`src/rtl/mmu_utlb_pkg.sv`:
```
// Shared MMU definitions: main-TLB result, direct-map window and micro-TLB entry.
package mmu_utlb_pkg;

   localparam int PS_4K = 12;
   localparam int PS_4M = 21;

   typedef struct packed {
      logic        found;
      logic [19:0] ppn;
      logic [5:0]  ps;
      logic        v;
      logic        d;
      logic [1:0]  plv;
      logic [1:0]  mat;
      logic        g;
   } tlb_result_t;

   typedef struct packed {
      logic       plv0;
      logic       plv3;
      logic [1:0] mat;
      logic [2:0] pseg;
      logic [2:0] vseg;
   } dmw_t;

   // odd is only meaningful for 4 KB pages; huge pages ignore va[21:12]
   typedef struct packed {
      logic        valid;
      logic [18:0] vppn;
      logic        odd;
      logic        huge;
      logic [9:0]  asid;
      logic        g;
      logic [19:0] ppn;
      logic        v;
      logic        d;
      logic [1:0]  plv;
      logic [1:0]  mat;
   } utlb_entry_t;

   typedef enum logic [1:0] {ST_IDLE, ST_REQ, ST_WAIT} utlb_state_t;

endpackage

```
`src/rtl/mmu_utlb_if.sv`:
```
// Lookup channel and main-TLB refill channel of one micro-TLB.
// slave = micro-TLB side, master = requester / main-TLB arbiter side.
interface mmu_utlb_if;
   logic        lk_valid;
   logic [31:0] lk_va;
   logic        lk_done;
   logic        lk_found;
   logic [31:0] lk_pa;
   logic        lk_v;
   logic        lk_d;
   logic [1:0]  lk_plv;
   logic [1:0]  lk_mat;

   logic        rf_req;
   logic [18:0] rf_vppn;
   logic        rf_va_bit12;
   logic [9:0]  rf_asid;
   logic        rf_gnt;
   logic        rf_rvalid;
   logic        rf_found;
   logic [19:0] rf_ppn;
   logic [5:0]  rf_ps;
   logic        rf_v;
   logic        rf_d;
   logic [1:0]  rf_plv;
   logic [1:0]  rf_mat;
   logic        rf_g;

   modport slave (
      input  lk_valid, lk_va,
      output lk_done, lk_found, lk_pa, lk_v, lk_d, lk_plv, lk_mat,
      output rf_req, rf_vppn, rf_va_bit12, rf_asid,
      input  rf_gnt, rf_rvalid, rf_found, rf_ppn, rf_ps, rf_v, rf_d, rf_plv, rf_mat, rf_g
   );

   modport master (
      output lk_valid, lk_va,
      input  lk_done, lk_found, lk_pa, lk_v, lk_d, lk_plv, lk_mat,
      input  rf_req, rf_vppn, rf_va_bit12, rf_asid,
      output rf_gnt, rf_rvalid, rf_found, rf_ppn, rf_ps, rf_v, rf_d, rf_plv, rf_mat, rf_g
   );
endinterface

```
`src/rtl/mmu_utlb_match.sv`:
```
// Fully-associative compare of one VA/ASID against all micro-TLB entries.
module mmu_utlb_match
   import mmu_utlb_pkg::*;
#(
   parameter int ENTRIES = 4,
   parameter int IDXW    = $clog2(ENTRIES)
) (
   input  utlb_entry_t [ENTRIES-1:0] ents,
   input  logic [31:0]               va,
   input  logic [9:0]                asid,
   output logic                      hit,
   output logic [IDXW-1:0]           idx
);

   logic [ENTRIES-1:0] m;

   // per-entry match: global or same ASID, then huge or 4 KB tag compare
   always_comb begin
      m = '0;
      for (int i = 0; i < ENTRIES; i++)
         m[i] = ents[i].valid && (ents[i].g || ents[i].asid == asid) &&
                (ents[i].huge ? (va[31:22] == ents[i].vppn[18:9])
                              : (va[31:13] == ents[i].vppn && va[12] == ents[i].odd));
   end

   // priority encode, lowest index wins
   always_comb begin
      hit = |m;
      idx = '0;
      for (int i = ENTRIES-1; i >= 0; i--)
         if (m[i]) idx = IDXW'(i);
   end

endmodule

```
`src/rtl/mmu_utlb.sv`:
```
// Micro-TLB: same-cycle hit translation, refill from the main TLB on miss.
module mmu_utlb
   import mmu_utlb_pkg::*;
#(
   parameter int ENTRIES = 4,
   parameter int IDXW    = $clog2(ENTRIES)
) (
   input  logic       clk,
   input  logic       reset,
   input  logic       flush,
   input  logic [9:0] asid,
   mmu_utlb_if.slave  bus
);

   utlb_entry_t [ENTRIES-1:0] ents;
   utlb_entry_t               hent;
   utlb_entry_t               new_ent;
   utlb_state_t               state, nstate;
   logic                      drop;
   logic [IDXW-1:0]           rr_ptr;
   logic [IDXW-1:0]           victim;
   logic                      full;
   logic [31:12]              lat_va;
   logic [9:0]                lat_asid;
   logic                      hit;
   logic [IDXW-1:0]           hit_idx;
   logic                      idle_hit, idle_miss, rv_live, install, miss_done;

   mmu_utlb_match #(.ENTRIES(ENTRIES), .IDXW(IDXW)) u_match (
      .ents (ents),
      .va   (bus.lk_va),
      .asid (asid),
      .hit  (hit),
      .idx  (hit_idx)
   );

   assign hent      = ents[hit_idx];
   assign idle_hit  = (state == ST_IDLE) && bus.lk_valid && hit;
   assign idle_miss = (state == ST_IDLE) && bus.lk_valid && !hit;
   // a flush coinciding with the response also kills it
   assign rv_live   = (state == ST_WAIT) && bus.rf_rvalid && !drop && !flush;
   assign install   = rv_live && bus.rf_found;
   // an abandoned lookup still gets its entry installed but never a done
   assign miss_done = rv_live && !bus.rf_found && bus.lk_valid;

   assign bus.rf_vppn     = lat_va[31:13];
   assign bus.rf_va_bit12 = lat_va[12];
   assign bus.rf_asid     = lat_asid;

   // lookup result; everything stays zero unless lk_done
   always_comb begin
      bus.lk_done  = 1'b0;
      bus.lk_found = 1'b0;
      bus.lk_pa    = '0;
      bus.lk_v     = 1'b0;
      bus.lk_d     = 1'b0;
      bus.lk_plv   = '0;
      bus.lk_mat   = '0;
      if (idle_hit) begin
         bus.lk_done  = 1'b1;
         bus.lk_found = 1'b1;
         bus.lk_pa    = hent.huge ? {hent.ppn[19:9], bus.lk_va[20:0]}
                                  : {hent.ppn, bus.lk_va[11:0]};
         bus.lk_v     = hent.v;
         bus.lk_d     = hent.d;
         bus.lk_plv   = hent.plv;
         bus.lk_mat   = hent.mat;
      end else if (miss_done) begin
         bus.lk_done  = 1'b1;
      end
   end

   // refill FSM next state and request
   always_comb begin
      nstate     = state;
      bus.rf_req = 1'b0;
      case (state)
         ST_IDLE: if (idle_miss) nstate = ST_REQ;
         ST_REQ: begin
            bus.rf_req = 1'b1;
            if (bus.rf_gnt) nstate = ST_WAIT;
         end
         ST_WAIT: if (bus.rf_rvalid) nstate = ST_IDLE;
         default: nstate = ST_IDLE;
      endcase
   end

   // victim: lowest free slot, else the round-robin pointer
   always_comb begin
      full   = 1'b1;
      victim = rr_ptr;
      for (int i = ENTRIES-1; i >= 0; i--)
         if (!ents[i].valid) begin
            full   = 1'b0;
            victim = IDXW'(i);
         end
   end

   // entry image built from the latched request and the main-TLB result
   always_comb begin
      new_ent       = '0;
      new_ent.valid = 1'b1;
      new_ent.vppn  = lat_va[31:13];
      new_ent.odd   = lat_va[12];
      new_ent.huge  = (bus.rf_ps == 6'(PS_4M));
      new_ent.asid  = lat_asid;
      new_ent.g     = bus.rf_g;
      new_ent.ppn   = bus.rf_ppn;
      new_ent.v     = bus.rf_v;
      new_ent.d     = bus.rf_d;
      new_ent.plv   = bus.rf_plv;
      new_ent.mat   = bus.rf_mat;
   end

   // entry storage: flush invalidates, refill installs into the victim
   always_ff @(posedge clk) begin
      if (reset) begin
         ents <= '0;
      end else if (flush) begin
         for (int i = 0; i < ENTRIES; i++) ents[i].valid <= 1'b0;
      end else if (install) begin
         ents[victim] <= new_ent;
      end
   end

   // FSM state, drop flag, request latch and replacement pointer
   always_ff @(posedge clk) begin
      if (reset) begin
         state    <= ST_IDLE;
         drop     <= 1'b0;
         rr_ptr   <= '0;
         lat_va   <= '0;
         lat_asid <= '0;
      end else begin
         state <= nstate;
         if (idle_miss) begin
            lat_va   <= bus.lk_va[31:12];
            lat_asid <= asid;
         end
         if (install && full) rr_ptr <= rr_ptr + IDXW'(1);
         case (state)
            ST_REQ:  if (flush) drop <= 1'b1;
            ST_WAIT: if (bus.rf_rvalid) drop <= 1'b0;
                     else if (flush)    drop <= 1'b1;
            default: drop <= 1'b0;
         endcase
      end
   end

endmodule

```
`src/flat_wrapper.sv`:
```
// flat-port wrapper written by rule: the top's interface ports become plain ports
module mmu_utlb_flat import mmu_utlb_pkg::*;
#(
   parameter int ENTRIES = 4,
   parameter int IDXW    = $clog2(ENTRIES)
)
  (clk, reset, flush, asid, bus_lk_valid, bus_lk_va, bus_lk_done, bus_lk_found, bus_lk_pa, bus_lk_v, bus_lk_d, bus_lk_plv, bus_lk_mat, bus_rf_req, bus_rf_vppn, bus_rf_va_bit12, bus_rf_asid, bus_rf_gnt, bus_rf_rvalid, bus_rf_found, bus_rf_ppn, bus_rf_ps, bus_rf_v, bus_rf_d, bus_rf_plv, bus_rf_mat, bus_rf_g);
  mmu_utlb_if bus_i ();
  input  logic clk;
  input  logic reset;
  input  logic flush;
  input  logic [9:0] asid;
  input wire logic [$bits(bus_i.lk_valid)-1:0] bus_lk_valid;
  input wire logic [$bits(bus_i.lk_va)-1:0] bus_lk_va;
  output wire logic [$bits(bus_i.lk_done)-1:0] bus_lk_done;
  output wire logic [$bits(bus_i.lk_found)-1:0] bus_lk_found;
  output wire logic [$bits(bus_i.lk_pa)-1:0] bus_lk_pa;
  output wire logic [$bits(bus_i.lk_v)-1:0] bus_lk_v;
  output wire logic [$bits(bus_i.lk_d)-1:0] bus_lk_d;
  output wire logic [$bits(bus_i.lk_plv)-1:0] bus_lk_plv;
  output wire logic [$bits(bus_i.lk_mat)-1:0] bus_lk_mat;
  output wire logic [$bits(bus_i.rf_req)-1:0] bus_rf_req;
  output wire logic [$bits(bus_i.rf_vppn)-1:0] bus_rf_vppn;
  output wire logic [$bits(bus_i.rf_va_bit12)-1:0] bus_rf_va_bit12;
  output wire logic [$bits(bus_i.rf_asid)-1:0] bus_rf_asid;
  input wire logic [$bits(bus_i.rf_gnt)-1:0] bus_rf_gnt;
  input wire logic [$bits(bus_i.rf_rvalid)-1:0] bus_rf_rvalid;
  input wire logic [$bits(bus_i.rf_found)-1:0] bus_rf_found;
  input wire logic [$bits(bus_i.rf_ppn)-1:0] bus_rf_ppn;
  input wire logic [$bits(bus_i.rf_ps)-1:0] bus_rf_ps;
  input wire logic [$bits(bus_i.rf_v)-1:0] bus_rf_v;
  input wire logic [$bits(bus_i.rf_d)-1:0] bus_rf_d;
  input wire logic [$bits(bus_i.rf_plv)-1:0] bus_rf_plv;
  input wire logic [$bits(bus_i.rf_mat)-1:0] bus_rf_mat;
  input wire logic [$bits(bus_i.rf_g)-1:0] bus_rf_g;
  assign bus_i.lk_valid = bus_lk_valid;
  assign bus_i.lk_va = bus_lk_va;
  assign bus_lk_done = bus_i.lk_done;
  assign bus_lk_found = bus_i.lk_found;
  assign bus_lk_pa = bus_i.lk_pa;
  assign bus_lk_v = bus_i.lk_v;
  assign bus_lk_d = bus_i.lk_d;
  assign bus_lk_plv = bus_i.lk_plv;
  assign bus_lk_mat = bus_i.lk_mat;
  assign bus_rf_req = bus_i.rf_req;
  assign bus_rf_vppn = bus_i.rf_vppn;
  assign bus_rf_va_bit12 = bus_i.rf_va_bit12;
  assign bus_rf_asid = bus_i.rf_asid;
  assign bus_i.rf_gnt = bus_rf_gnt;
  assign bus_i.rf_rvalid = bus_rf_rvalid;
  assign bus_i.rf_found = bus_rf_found;
  assign bus_i.rf_ppn = bus_rf_ppn;
  assign bus_i.rf_ps = bus_rf_ps;
  assign bus_i.rf_v = bus_rf_v;
  assign bus_i.rf_d = bus_rf_d;
  assign bus_i.rf_plv = bus_rf_plv;
  assign bus_i.rf_mat = bus_rf_mat;
  assign bus_i.rf_g = bus_rf_g;
  mmu_utlb #(.ENTRIES(ENTRIES), .IDXW(IDXW)) u_core (.clk(clk), .reset(reset), .flush(flush), .asid(asid), .bus(bus_i));
endmodule
```
`config.mk`:
```
export PLATFORM = sky130hd
export DESIGN_NAME = mmu_utlb_flat
export DESIGN_NICKNAME = d
export VERILOG_FILES = /design/src/rtl/mmu_utlb_pkg.sv /design/src/rtl/mmu_utlb_if.sv /design/src/rtl/mmu_utlb_match.sv /design/src/rtl/mmu_utlb.sv /design/src/flat_wrapper.sv
export SDC_FILE = /design/constraint.sdc
export NUM_CORES = 1
export LEC_CHECK = 0
export CORE_MARGIN = 2
export CORE_UTILIZATION = 45
export CTS_CLUSTER_SIZE = 12
export DETAILED_ROUTE_END_ITERATION = 8
export GPL_TIMING_DRIVEN = 0
export PLACE_DENSITY = 0.67
export SYNTH_ARGS = -nofsm -noshare
export SYNTH_HDL_FRONTEND = slang
export SYNTH_SLANG_ARGS = --single-unit
```
`constraint.sdc`:
```
create_clock -name clk -period 6.1 [get_ports clk]
set_input_delay 1.22 -clock clk [delete_from_list [all_inputs] [get_ports clk]]
set_output_delay 1.22 -clock clk [all_outputs]
set_load 0.05 [all_outputs]
```
==> flow_metrics.env <==
export IMPL_synth_area_sq_mm=0.0128
export IMPL_core_sq_mm=0.0279
export IMPL_endpoint_kind="primary output"
export IMPL_area_delta_synth_final_pct=21.4
export IMPL_viasPerCell=5.34
export IMPL_crit_path_start_kind="input pin"
export IMPL_cts_setup_buffers=0
export IMPL_synthCells=1648
export IMPL_antenna_found_initial=0
export IMPL_critPathRequiredTime_ns=4.88
export IMPL_min_path_type="flip-flop to flip-flop"
export IMPL_vdd_drop_max_v=0.000186
export IMPL_path_delay_family="buffers and inverters"
export IMPL_core_rowCount=61
export IMPL_dp_hpwl_um=29200
export IMPL_cts_tree="built"
export IMPL_die_width_um=172
export IMPL_root_buffer="clkbuf_16"
export IMPL_synthesis_nets=1734
export IMPL_drtIter0Drc=1041
export IMPL_die_area_sq_mm=0.0297
export IMPL_cts_clk_slew_worst_paths_ns=0.06
export IMPL_n_antenna_cell=0
export IMPL_dp_cells=2147
export IMPL_grt_use_total_pct=26.7
export IMPL_async_reset_ff_share_pct=0
export IMPL_fillers=2638
export IMPL_grt_max_degree=15
export IMPL_final_nets=1887
export IMPL_synthFlopType="dfxtp_1"
export IMPL_synth_common_cells="497 x nand2_1, 271 x dfxtp_1, 248 x a21oi_1"
export IMPL_tightest_slew_ns=0.893
export IMPL_first_pass_iters=8
export IMPL_max_freq_ghz=0.167
export IMPL_h_tree_depth=1
export IMPL_cts_sinks=271
export IMPL_outcome="complete, no violations"
export IMPL_critPathSlowestCell="clkdlybuf4s15_1"
export IMPL_fin_crit_ns=5.99
export IMPL_fin_ws_ns=0.107
export IMPL_tns_ns=0
export IMPL_synth_area_top_cells="dfxtp_1 43%, nand2_1 15%, a21oi_1 9.7%"
export IMPL_period_share_pct=98.2
export IMPL_setup_viol=0
export IMPL_syn_area_per_cell_sq_um=7.74
export IMPL_yosys_warnings=0
export IMPL_p_sw_share_pct=27.1
export IMPL_yosysMostFrequentCell="nand2_1"
export IMPL_worstPathCellList="buf_4 > xor2_1 > nor4_1 > a41oi_1 > or3_4 > nor2b_4 > a31o_1 > buf_2 > buf_1 > a21oi_1 > clkdlybuf4s15_1"
export IMPL_p_seq_share_pct=43.8
export IMPL_yosys_register_bits=271
export IMPL_slew_violations=0
export IMPL_ys_seq_area_share_pct=42.5
export IMPL_yosysTopAreaCell="dfxtp_1"
export IMPL_vias=11751
export IMPL_synth_top_area_share_pct=42.5
export IMPL_leakagePower_uw=0.00574
export IMPL_combPwrFrac_pct=14.3
export IMPL_finalClockSkew_ns=0.0103
export IMPL_gp_congestion=0.947
export IMPL_port_buffers=121
export IMPL_worst_path_buf_inv=4
export IMPL_cp_max_fo=10
export IMPL_max_slew_margin_rel_pct=40.3
export IMPL_drc=0
export IMPL_start_util_pct=45.8
export IMPL_die_h_um=172
export IMPL_finalHoldViolations=0
export IMPL_clock_latency_ns=0.55
export IMPL_drive_above_1_share_pct=8.83
export IMPL_power_density_mw_per_mm2=278
export IMPL_synth_edf_count=0
export IMPL_grt_remaining_overflow=0
export IMPL_antenna_left=0
export IMPL_cts_buffer_depth=3
export IMPL_place_ws_ns=-0.160
export IMPL_internal_power_uw=3140
export IMPL_grt_pass1_wl_um=61200
export IMPL_wl_per_cell_um=18.3
export IMPL_drv_cap=0
export IMPL_io_pins=153
export IMPL_critPathKind="input pin to primary output"
export IMPL_routed_wl_um=40300
export IMPL_first_global_vias=11034
export IMPL_synth_cell_types=54
export IMPL_switchingPower_uw=1160
export IMPL_numCtsBuffers=30
export IMPL_rsz0062_at_grt="false"
export IMPL_final_cells=2201
export IMPL_critPathArrivalTime_ns=4.77
export IMPL_critPathMaxStageDelay_ns=0.56
export IMPL_clkPwrFrac_pct=41.9
-- cells in the final DEF (no fill, tap or decap), types with 33 or more instances in the layout --
cell type / count
nand2_1: 497
dfxtp_1: 271
a21oi_1: 248
clkdlybuf4s50_1: 95
clkbuf_1: 85
xnor2_1: 63
xor2_1: 59
nand3_1: 44
nor2_1: 39
a21o_1: 35
buf_4: 33
o21ai_0: 33
-- layer usage --
layer / global-route usage [%] / routed length (um) / part of all wire [%] / vias up
met5: 0 / 0 / 0 / -
met4: 11.7 / 1770 / 4.4 / 0
li1: - / - / - / 5706
met3: 4.19 / 2900 / 7.2 / 105
met1: 35.1 / 17100 / 43 / 5504
met2: 43.5 / 18500 / 46 / 436
-- final cells by class --
cell class,count,area [sq um],share of cell area [%]
Buffer,167,888,5.74
Multi-Input combinational cell,1192,6380,41.2
Timing Repair Buffer,121,1250,8.08
Clock buffer,44,915,5.91
Clock inverter,10,75.1,0.485
Tap cell,378,473,3.06
Sequential cell,271,5430,35.0
Inverter,18,67.6,0.437
-- timing repair --
action | in CTS | in global routing
resized for setup | 7 | 24
hold buffers | 0 | 0
setup endpoints to repair | 7 | 21
-- tightest hold or removal path: cells and delay by family, from the launching register on --
kind / cells / cell delay (ns)
AOI/OAI and AO/OA: 1 / 0.05
DFF: 1 / 0.30
and+or+nand+nor: 1 / 0.05
-- logic make-up (layout without fill, tap and decap cells) --
| group | Yosys count | after routing | synth area share, % |
|---|---|---|---|
| muxes | 31 | 31 | 2.43 |
| DFF | 271 | 271 | 42.5 |
| adders and majority gates | 4 | 4 | 0.392 |
| buffers and inverters | 185 | 360 | 7.49 |
| xor gates and xnor gates | 122 | 122 | 8.38 |
| and+or+nand+nor | 666 | 666 | 21.9 |
| AOI/OAI and AO/OA | 369 | 369 | 16.9 |
-- path summary, 6_finish.rpt --
| kind | start | endpoint | slack (ns) | cells past startpoint |
|---|---|---|---|---|
| worst max-delay path | asid[2] | bus_lk_pa[12] | 0.11 | 11 |
| worst min-delay path | u_core.ents[10] | u_core.ents[10] | 0.45 | 2 |
| worst max register to register | u_core.state[0] | u_core.ents[179] | 2.97 | 8 |
| worst min register to register | u_core.ents[10] | u_core.ents[10] | 0.45 | 2 |
-- power by group through the flow --
stage / Clock (uW) / Sequential, uW / Combinational [uW]
4_1_cts: 1820 / 1880 / 616
3_3_place_gp: 0 / 1920 / 609
3_5_place_dp: 0 / 1920 / 612
5_1_grt: 1890 / 1890 / 655
2_1_floorplan: 0 / 1900 / 422
6_report: 1810 / 1880 / 615
-- per-stage QoR --
stage                     utilization, %  hold slack, ns  area [sq um]  total power, uW
after floorplan                        -           0.431         12800             2320
after global placement              51.8           0.436         14400             2530
after detailed placement            51.8           0.441         14400             2530
after CTS                           55.3           0.449         15400             4320
after global routing                55.6           0.470         15500             4440
final                               55.6           0.450         15500             4300
-- sequential cells by signal, indices dropped and copies added, names as in the netlist --
register            count
u_core.bus.rf_asid     10
u_core.drop             1
u_core.lat_va          20
u_core.state            2
u_core.ents           236
u_core.rr_ptr           2
No activity file was read; power rests on OpenSTA's default activity.
